<file path="config.mk">
export PLATFORM = sky130hd
export DESIGN_NAME = elevator_shaft_model_timer
export DESIGN_NICKNAME = d
export VERILOG_FILES = /design/src/rtl/elevator_shaft_model_timer.sv
export SDC_FILE = /design/constraint.sdc
export NUM_CORES = 1
export LEC_CHECK = 0
export ABC_AREA = 1
export CORE_AREA = 10 10 47 49
export DETAILED_ROUTE_END_ITERATION = 10
export DIE_AREA = 0 0 57 59
export DONT_BUFFER_PORTS = 1
export PLACE_DENSITY = 0.49
export SLEW_MARGIN = 40
export SYNTH_ARGS = -nofsm -noshare
export SYNTH_HDL_FRONTEND = slang
export SYNTH_SLANG_ARGS = --single-unit
</file>
<file path="constraint.sdc">
create_clock -name clk -period 1.2 [get_ports clk]
set_input_delay 0.18 -clock clk [delete_from_list [all_inputs] [get_ports clk]]
set_output_delay 0.18 -clock clk [all_outputs]
set_load 0.01 [all_outputs]
</file>
<file path="src/rtl/elevator_shaft_model_timer.sv">
// Travel timer between adjacent floors: clear, mirror on reversal, count on
// motion cycles, saturating so it can never wrap.
module elevator_shaft_model_timer #(
    parameter int TRAVEL_CYCLES = 5
) (
    input  logic clk,
    input  logic i_rst,
    input  logic i_clear,
    input  logic i_mirror,
    input  logic i_enable,
    output logic o_step_done,
    output logic o_mirror_done
);

    localparam int W = $clog2(TRAVEL_CYCLES) + 1;
    localparam logic [W-1:0] LAST    = W'(TRAVEL_CYCLES - 1);
    localparam logic [W-1:0] CNT_MAX = '1;

    logic [W-1:0] r_count;

    always_ff @(posedge clk) begin
        if (i_rst || i_clear) begin
            r_count <= '0;
        end else if (i_mirror) begin
            r_count <= (r_count > LAST) ? '0 : LAST - r_count;
        end else if (i_enable && (r_count != CNT_MAX)) begin
            r_count <= r_count + W'(1);
        end
    end

    // The step that moves the count onto LAST is the arrival step.
    assign o_step_done   = (r_count >= LAST - W'(1));
    assign o_mirror_done = (r_count == '0);

endmodule

</file>
==> metrics <==
post-route insts no fill slightly below 80; clk_lat worst skew between 0.2 and 0.25 ns; Critical Path End Type output port; total power between 0.3 and 0.4 mW; share of layout cells above drive strength 1 about a third; Multi-input gate area about 240 um^2; drt drc 0; crit path max fanout 5; Yosys cell types 15; CP startpoint kind register; setup TNS 0 ns; Via-to-Cell Ratio about 4.3; Sequential Area ~83 um^2; uppermost layer routed met3; placed cell area between 300 and 400 um^2; Reg clk slew, reported paths 0.04 ns; HPWL Detailed 609 um; Worst-Margin Slew around 0.22 ns; unrepaired setup endpoints after global routing yes; htree depth 1; initial antenna violation count 0; Die W between 50 and 60 um; initial cell density of the core 23.7%; run status finished clean; vias between 300 and 400; Seq cells post-synth 4; crit path kind register to output port; most frequent cells in the layout 17 x nand2_1, 9 x nor2_1, 6 x nand3_1, 5 x inv_2, 4 x inv_1; PD cells ~900 nW/um^2; CP arrival just under 1 ns; reg2reg setup slack 0.09 ns; max cap viols 0; NumNets Final between 70 and 80; Ys Warns 0; Worst Setup SP r_count[1]$_SDFFE_PP0P_; Hold WC Path Type input pin to register; Slew HR approximately 85%; Setup Skew between 0.0007 and 0.0008 ns; DR WL/cell 9.13 um; synthesized area 333 um^2; WL met3 between 15 and 20 um; Max VDD drop slightly above 0.4 mV; filler instances roughly 170; met2 wire length 370 um; GP Congestion between 0.7 and 0.8; final slew viol count 0; Post-CTS Repair Setup Buffers 0; Tot GR Track Use under 10%; final hold violation count 0; CTS tree yes; Sinks on Clock Net 4; wl on met1 roughly 340 um; Setup crit end o_step_done; Synth Area per Inst between 5 and 6 um^2; die area 3360 um^2; Port Buffers 0; Max Buffers Root-to-Sink 2; fmax about 870 MHz; Root Buffer clkbuf_4; Core ar. approximately 1400 um^2; Hold Startpoint i_rst; Final min period ~1.1 ns; # rows 14; Critical Path RT between 1 and 1.5 ns; commonest non-fill, non-tap cell in the layout nand2_1; Leak Pwr 0.213 nW; # IOs 7; cell total after placement 76; RR Startpoint r_count[1]$_SDFFE_PP0P_; CTS buffer count 3; die height slightly below 60 um; routed wire length roughly 720 um; # setup viols final 0; fin area roughly 420 um^2; DRT iter0 DRCs 3; Syn Nets between 60 and 70; # diodes 0; Final ANT Viol Nets 0; total grt overflow 0; synthesis-to-layout area growth 27.1%; FF-to-FF path depth 6; post-synthesis sequential area ratio between 20% and 30%; max FFs per register 4; largest net degree at the start of global routing 7; Syn Inst Count 57; Pre-antenna DRT Iters 2; Top reg by flops r_count; vias in the first global route between 300 and 400; final period utilization between 90 and 100%; first-pass GRT wire length ~1.2 mm; largest registers r_count: 4 flops; r2r endpoint r_count[3]$_SDFFE_PP0P_
[how the worst min path moves through the flow]
stage | endpoint | slack (ns) | cells after the start
after global routing | r_count[2]$_SDFFE_PP0P_ | 0.17 | 2
after floorplan | r_count[2]$_SDFFE_PP0P_ | 0.37 | 2
final | r_count[2]$_SDFFE_PP0P_ | 0.16 | 2
after global placement | r_count[2]$_SDFFE_PP0P_ | 0.39 | 2
after CTS | r_count[2]$_SDFFE_PP0P_ | 0.16 | 2
after detailed placement | r_count[2]$_SDFFE_PP0P_ | 0.40 | 2
[where the power goes]
part | internal, mW | total [mW] | switching (mW)
combinational | 0.0311 | 0.0748 | 0.0437
clock | 0.111 | 0.159 | 0.0478
sequential | 0.139 | 0.146 | 0.00696
total | 0.282 | 0.380 | 0.0985
[cell type report]
cell class,instances,area share [%]
clock buffers,3,5.33
inverters,9,7.99
multi-input cells,44,57.1
flip-flops and latches,4,19.5
well taps,16,4.73
repair buffers,3,5.33
[metal layers]
| layer | global-route usage [%] | vias up |
|---|---|---|
| met1 | 4.49 | 147 |
| met5 | 0 | - |
| met4 | 4.03 | 0 |
| li1 | - | 189 |
| met3 | 1.29 | 0 |
| met2 | 7.91 | 4 |
[cells by family (layout without fill, tap and decap cells)]
kind of cell             count (synthesis)  after routing  synth area share (%)
adder cells (fa/ha/maj)                  2              2                  7.52
AO/OA/AOI/OAI                            3              3                  5.26
AND/OR/NAND/NOR                         39             39                  53.0
flip-flops                               4              4                  24.1
buffers and inverters                    9             15                  10.1
[cells in the mapped netlist]
master,n,area (um^2)
a21oi_1,1,5.00
dfxtp_1,4,80.1
ha_1,2,25.0
inv_1,6,22.5
inv_2,3,11.3
nand2_1,17,63.8
nand2_2,2,12.5
nand2_4,1,11.3
nand3_1,6,30.0
nand3_2,1,10.0
nor2_1,10,37.5
nor3_1,1,5.00
o21ai_1,1,5.00
o21bai_1,1,7.51
or2_1,1,6.26
[worst max-delay path, stage by stage (launching register included)]
cell,delay [ns]
dfxtp_2,0.36
ha_2,0.21
inv_1,0.06
nand2_1,0.11
[stage by stage]
step	worst slack (ns)	hold slack [ns]	utilization (%)
5_1_grt	-0.00373	0.172	30.2
3_5_place_dp	0.0469	0.404	26.8
6_report	0.0502	0.160	30.2
4_1_cts	0.0000336	0.163	29.3
3_3_place_gp	0.0401	0.392	26.8
2_1_floorplan	0.103	0.372	-
[timing repair]
| item | 4_1_cts | 5_1_grt |
|---|---|---|
| gates cloned | 0 | 0 |
| endpoints found under the setup margin | 2 | 5 |
| gates resized for setup | 4 | 5 |
| hold buffers | 0 | 0 |
| pin swaps | 1 | 2 |
Note: power is estimated with default switching activity, not from simulation.
